===== src/rtl/lu_mem_pkg.sv =====
// lu_mem_pkg: shared widths and sequencer state encoding for the LU memory path
package lu_mem_pkg;
  localparam int DTU_DDR_W  = 24;
  localparam int DTU_RAM_W  = 7;
  localparam int DTU_SIZE_W = 6;
  typedef enum logic [2:0] {S_IDLE, S_ISSUE, S_WAIT_ACK, S_DRAIN, S_FIN} seq_state_t;
endpackage


===== src/rtl/dtu_tile_sequencer.sv =====
// dtu_tile_sequencer: walks a 2-D tile as one DTU request per row, one outstanding at a time
module dtu_tile_sequencer
  import lu_mem_pkg::*;
#(
  parameter int DDRSIZEWIDTH = DTU_DDR_W,
  parameter int RAMSIZEWIDTH = DTU_RAM_W,
  parameter int ROWWIDTH     = 6
) (
  input  logic                    clk,
  input  logic                    reset,
  input  logic                    req_valid,
  output logic                    req_ready,
  input  logic                    req_write,
  input  logic [DDRSIZEWIDTH-1:0] req_mem_addr,
  input  logic [RAMSIZEWIDTH-1:0] req_ram_addr,
  input  logic [ROWWIDTH-1:0]     req_rows,
  input  logic [DTU_SIZE_W-1:0]   req_size,
  input  logic [DDRSIZEWIDTH-1:0] req_mem_stride,
  input  logic [RAMSIZEWIDTH-1:0] req_ram_stride,
  output logic                    busy,
  output logic                    done,
  output logic                    dtu_write_req,
  output logic                    dtu_read_req,
  output logic [DDRSIZEWIDTH-1:0] dtu_mem_addr,
  output logic [RAMSIZEWIDTH-1:0] dtu_ram_addr,
  output logic [DTU_SIZE_W-1:0]   dtu_size,
  input  logic                    dtu_ack,
  input  logic                    dtu_done
);
  seq_state_t              r_state;
  logic                    r_write;
  logic [DDRSIZEWIDTH-1:0] r_mem_addr, r_mem_stride;
  logic [RAMSIZEWIDTH-1:0] r_ram_addr, r_ram_stride;
  logic [DTU_SIZE_W-1:0]   r_size;
  logic [ROWWIDTH-1:0]     r_rows_left;
  assign dtu_mem_addr = r_mem_addr;
  assign dtu_ram_addr = r_ram_addr;
  assign dtu_size     = r_size;
  // Sequencer FSM: working registers double as the registered DTU address/size outputs
  always_ff @(posedge clk) begin
    if (reset) begin
      r_state       <= S_IDLE;
      req_ready     <= 1'b1;
      busy          <= 1'b0;
      done          <= 1'b0;
      dtu_write_req <= 1'b0;
      dtu_read_req  <= 1'b0;
      r_write       <= 1'b0;
      r_mem_addr    <= '0;
      r_mem_stride  <= '0;
      r_ram_addr    <= '0;
      r_ram_stride  <= '0;
      r_size        <= '0;
      r_rows_left   <= '0;
    end else begin
      case (r_state)
        S_IDLE: if (req_valid) begin
          r_write      <= req_write;
          r_mem_addr   <= req_mem_addr;
          r_mem_stride <= req_mem_stride;
          r_ram_addr   <= req_ram_addr;
          r_ram_stride <= req_ram_stride;
          r_size       <= req_size;
          r_rows_left  <= req_rows;
          req_ready    <= 1'b0;
          busy         <= 1'b1;
          if (req_rows == '0) begin
            r_state <= S_FIN;
            done    <= 1'b1;
          end else begin
            r_state       <= S_ISSUE;
            dtu_write_req <= req_write;
            dtu_read_req  <= !req_write;
          end
        end
        S_ISSUE: if (dtu_ack) begin
          dtu_write_req <= 1'b0;
          dtu_read_req  <= 1'b0;
          r_mem_addr    <= r_mem_addr + r_mem_stride;
          r_ram_addr    <= r_ram_addr + r_ram_stride;
          r_rows_left   <= r_rows_left - 1'b1;
          r_state       <= S_WAIT_ACK;
        end
        S_WAIT_ACK: if (dtu_ack) begin
          if (r_rows_left != '0) begin
            r_state       <= S_ISSUE;
            dtu_write_req <= r_write;
            dtu_read_req  <= !r_write;
          end else begin
            r_state <= S_DRAIN;
          end
        end
        S_DRAIN: if (dtu_done) begin
          r_state <= S_FIN;
          done    <= 1'b1;
        end
        S_FIN: begin
          r_state   <= S_IDLE;
          done      <= 1'b0;
          busy      <= 1'b0;
          req_ready <= 1'b1;
        end
        default: r_state <= S_IDLE;
      endcase
    end
  end
endmodule


===== config.mk =====
export PLATFORM = sky130hd
export DESIGN_NAME = dtu_tile_sequencer
export DESIGN_NICKNAME = d
export VERILOG_FILES = /design/src/rtl/lu_mem_pkg.sv /design/src/rtl/dtu_tile_sequencer.sv
export SDC_FILE = /design/constraint.sdc
export NUM_CORES = 1
export LEC_CHECK = 0
export ABC_AREA = 1
export BUFFER_PORTS_ARGS = -buffer_cell sky130_fd_sc_hd__buf_2
export CAP_MARGIN = 5
export CORE_MARGIN = 2
export CORE_UTILIZATION = 25
export DETAILED_ROUTE_END_ITERATION = 12
export GPL_TIMING_DRIVEN = 0
export SLEW_MARGIN = 20
export SYNTH_ARGS = -nofsm -noshare
export SYNTH_HDL_FRONTEND = slang
export SYNTH_SLANG_ARGS = --single-unit

===== constraint.sdc =====
create_clock -name clk -period 2.1 [get_ports clk]
set_input_delay 0.105 -clock clk [delete_from_list [all_inputs] [get_ports clk]]
set_output_delay 0.105 -clock clk [all_outputs]
set_load 0.05 [all_outputs]

==> parameters.txt <==
Parameter                              Value

Critical path
  Startpoint kind of the worst setup timing path    register
  Crit path DAT    2220 ps
  Crit Path Class    register to register
  Type of destination of the critical path    register
  WP data required    2380 ps
  Maximum fanout along the worst path    3

Synth
  Share of synthesized registers carrying an async set or reset    0%
  Cell type contributing the most total cell area after synthesis    sky130_fd_sc_hd__dfxtp_1
  Yosys synthesis warning count    0
  Post-synth top area share    31.2%
  Post-synth top flop    sky130_fd_sc_hd__dfxtp_1
  Cell area after synthesis    5320 µm²
  Most area-consuming cells after synthesis    sky130_fd_sc_hd__dfxtp_1 31%, sky130_fd_sc_hd__nand2_1 16%, sky130_fd_sc_hd__nor2_1 8.5%
  Cell with the most instances after synthesis    sky130_fd_sc_hd__nand2_1
  Net Count, Synth    971
  Distinct cells, synth    29
  Number of enable-type register cells in the synthesized netlist    0
  Commonest cells in the synthesized netlist    233 x sky130_fd_sc_hd__nand2_1, 120 x sky130_fd_sc_hd__nor2_1, 118 x sky130_fd_sc_hd__inv_1
  Cell count after synthesis    859
  Number of register bits inferred by synthesis    83
  Avg Cell Area, Syn    6.20 µm²
  Fraction of the yosys area taken by sequential cells    31.2%

Routing
  Met2 WL    8660 µm
  Detailed router's first-iteration violation count    368
  Met3 wire length    1030 µm
  Drt via density    4.51
  Routed vias    5850
  Drt drc    0
  Final wirelength    18100 µm
  Routed length on met1    8090 µm
  Pre-Repair DR Iteration Count    6
  DR WL/cell    14.0 µm
  Max layer used    met4
  Number of routed nets with antenna violations    0

Final layout
  N_diodes    0
  Layout cells sized above 1    17.5%
  Layout overhead on the synthesized area    28.4%
  Fill cell count    2390
  Layout net count    1129
  Number of standard cells in the layout, taps in and fillers out    1296

Placement
  Post-Place Worst Slack    -12.1 ps
  Global placer's final weighted congestion    0.926
  Count of buffers from port buffering    120
  Total half-perimeter wirelength after legalization and detailed placement    14400 µm
  Placed cell count    1254

Floorplan
  I/O pin count    122
  Die outline area    22500 µm²
  DIE HEIGHT    150 µm
  Initial core utilization    25.4%
  Core region area    21000 µm²
  Die width    150 µm
  Core Rows    53

Timing
  Unrepaired setup endpoints after global routing    no
  Max Clk Rate    515 MHz
  Worst slew margin    59.9%
  Min cycle time layout    1940 ps
  Transition at the pin with the smallest max-transition slack    601 ps
  Final hold violations    0
  Post-route clock period utilization    92.4%
  Max-slew violations    0
  Post-route clock skew    7.65 ps
  Setup-failing EPs final    0
  Min setup slack post-route    159 ps

Pwr
  Total net switching power    5110 µW
  PD cells    1430 nW/µm²
  Proportion of power drawn by the clock network    15.2%
  Switching Share    52.4%
  Static Leakage    0.00360 µW
  Worst supply voltage drop on vdd    0.666 mV
  Seq pwr share    26.0%
  Part of the power in combinational logic    58.8%
  Total power consumption of the routed design    9760 µW
  Cell internal power dissipation    4640 µW

Min path
  Hold Crit Class    input port to register

CTS
  H-Tree Depth    3
  Sinks on Clock Net    83
  CTS tree    built
  TritonCTS Buffers    9
  Number of buffers between clock root and the deepest sink    2
  Clk root buf    sky130_fd_sc_hd__clkbuf_16
  Clock transition time at the flip-flop clock pins of the worst setup and hold paths    60 ps
  Skew-Pair Late Insertion Delay    350 ps

Status
  Result of the run    complete, no violations

Global route
  Global-route wire length before repair    28600 µm
  Pin count of the biggest net entering global routing    14
  GRT Residual Overflow    0
  Vias in the first global route    5614
  Total routing resource utilization after global routing    16.5%
  Antenna violations before repair    0

Job
  Max-capacitance violation count    0
## area by class of cell
| cell class | instances | area, µm² | share of cell area (%) |
|---|---|---|---|
| sequential | 83 | 1670 | 24.4 |
| inverter | 121 | 454 | 6.64 |
| tap | 275 | 344 | 5.03 |
| timing repair buffer | 147 | 868 | 12.7 |
| clock inverter | 4 | 26.3 | 0.384 |
| multi-input combinational | 623 | 3080 | 45.1 |
| buffer | 32 | 153 | 2.23 |
| clock buffer | 11 | 243 | 3.55 |
## placed cells by master (no fill, tap or decap)
master                          synthesis  layout
sky130_fd_sc_hd__nand2_1              233     232
sky130_fd_sc_hd__buf_2                 17     137
sky130_fd_sc_hd__nor2_1               120     119
sky130_fd_sc_hd__inv_1                118     117
sky130_fd_sc_hd__dfxtp_1               83      80
sky130_fd_sc_hd__o21ai_0               75      75
sky130_fd_sc_hd__a21oi_1               46      43
sky130_fd_sc_hd__nand3_1               42      41
sky130_fd_sc_hd__ha_1                  30      29
sky130_fd_sc_hd__dlygate4sd3_1          0      26
sky130_fd_sc_hd__a31oi_1               19      19
sky130_fd_sc_hd__clkbuf_1              12      13
sky130_fd_sc_hd__o21ai_1               11      11
sky130_fd_sc_hd__xor2_1                10      10
sky130_fd_sc_hd__nor3_1                 9       9
sky130_fd_sc_hd__clkbuf_16              0       9
sky130_fd_sc_hd__a211oi_1               6       6
sky130_fd_sc_hd__nand4_1                5       5
sky130_fd_sc_hd__inv_2                  3       4
sky130_fd_sc_hd__buf_4                  3       4
sky130_fd_sc_hd__a21oi_2                1       4
sky130_fd_sc_hd__or2_2                  4       4
sky130_fd_sc_hd__dfxtp_2                0       3
sky130_fd_sc_hd__nor2_2                 1       2
sky130_fd_sc_hd__nand2_2                1       2
sky130_fd_sc_hd__and2_1                 2       2
sky130_fd_sc_hd__nand3b_1               2       2
sky130_fd_sc_hd__clkinv_2               0       2
sky130_fd_sc_hd__nor2_4                 1       1
sky130_fd_sc_hd__a21oi_4                1       1
sky130_fd_sc_hd__o22ai_1                1       1
sky130_fd_sc_hd__nand3_2                0       1
sky130_fd_sc_hd__xnor2_1                1       1
sky130_fd_sc_hd__fa_2                   0       1
sky130_fd_sc_hd__fa_1                   2       1
sky130_fd_sc_hd__ha_2                   0       1
sky130_fd_sc_hd__inv_6                  0       1
sky130_fd_sc_hd__clkinvlp_4             0       1
sky130_fd_sc_hd__clkbuf_8               0       1
## critical path: stages, from the launching register on
cell                      delay (ps)
sky130_fd_sc_hd__dfxtp_1         350
sky130_fd_sc_hd__ha_1            180
sky130_fd_sc_hd__inv_1            60
sky130_fd_sc_hd__fa_1            350
sky130_fd_sc_hd__inv_1            90
sky130_fd_sc_hd__nand2_1          70
sky130_fd_sc_hd__nand2_1          60
sky130_fd_sc_hd__nand2_1          50
sky130_fd_sc_hd__nand2_1          90
sky130_fd_sc_hd__nand2_1          70
sky130_fd_sc_hd__a21oi_2         170
sky130_fd_sc_hd__nor2_1           60
sky130_fd_sc_hd__nand2_1          50
sky130_fd_sc_hd__nand3_1         100
sky130_fd_sc_hd__a21oi_2         140
## path summary, 6_finish.rpt
check	start	to	slack (ps)	cells after the start
worst max-delay path	r_ram_stride[0]	dtu_ram_addr[6]	160	14
worst min-delay path	req_mem_stride[8]	r_mem_stride[8]	2	3
worst min register to register	req_ready	req_ready	440	2
worst max register to register	r_ram_stride[0]	dtu_ram_addr[6]	160	14
## layer usage
metal / vias to the layer above / global-route usage (%)
met5: - / 0
met4: 0 / 4.58
met3: 21 / 3.57
li1: 3054 / -
met1: 2640 / 20.6
met2: 135 / 28.5
## cells by family (layout without fill, tap and decap cells)
family	after synthesis	count (layout)	synth area share, %
xor+xnor	11	11	1.81
compound gates	160	160	16.1
buf+inv	153	315	11.4
simple gates	420	420	31.7
fa+ha+maj	32	32	7.80
flops	83	83	31.2
## registers in the layout, indices dropped and copies added (netlist names), 3 cells and up
signal        count
dtu_size          6
r_ram_stride      7
dtu_mem_addr     24
dtu_ram_addr      7
r_state           3
r_mem_stride     24
r_rows_left       6
## stage by stage
stage | hold slack [ps] | setup TNS, ps | instance area [µm²] | utilization [%]
global route | 14.5 | 0 | 6840 | 32.6
global placement | 326 | 0 | 6270 | 29.9
finish | 1.99 | 0 | 6840 | 32.6
floorplan | 240 | 0 | 5330 | -
detailed placement | 332 | -12.1 | 6270 | 29.9
CTS | 4.48 | 0 | 6810 | 32.5
## power groups by stage
stage | combinational [µW] | clock [µW] | sequential, µW
2_1_floorplan | 3130 | 0 | 3520
3_3_place_gp | 5600 | 0 | 2550
3_5_place_dp | 5640 | 0 | 2560
4_1_cts | 5710 | 1530 | 2530
5_1_grt | 6380 | 1590 | 2610
6_report | 5730 | 1490 | 2540
## repair_timing
action	CTS	global route
buffers inserted	0	1
hold buffers	26	0
gates resized for setup	1	9
endpoints found under the setup margin	2	7
pin swaps	0	1
endpoints found under the hold margin	26	0
Power figures use the tool's default switching activity.
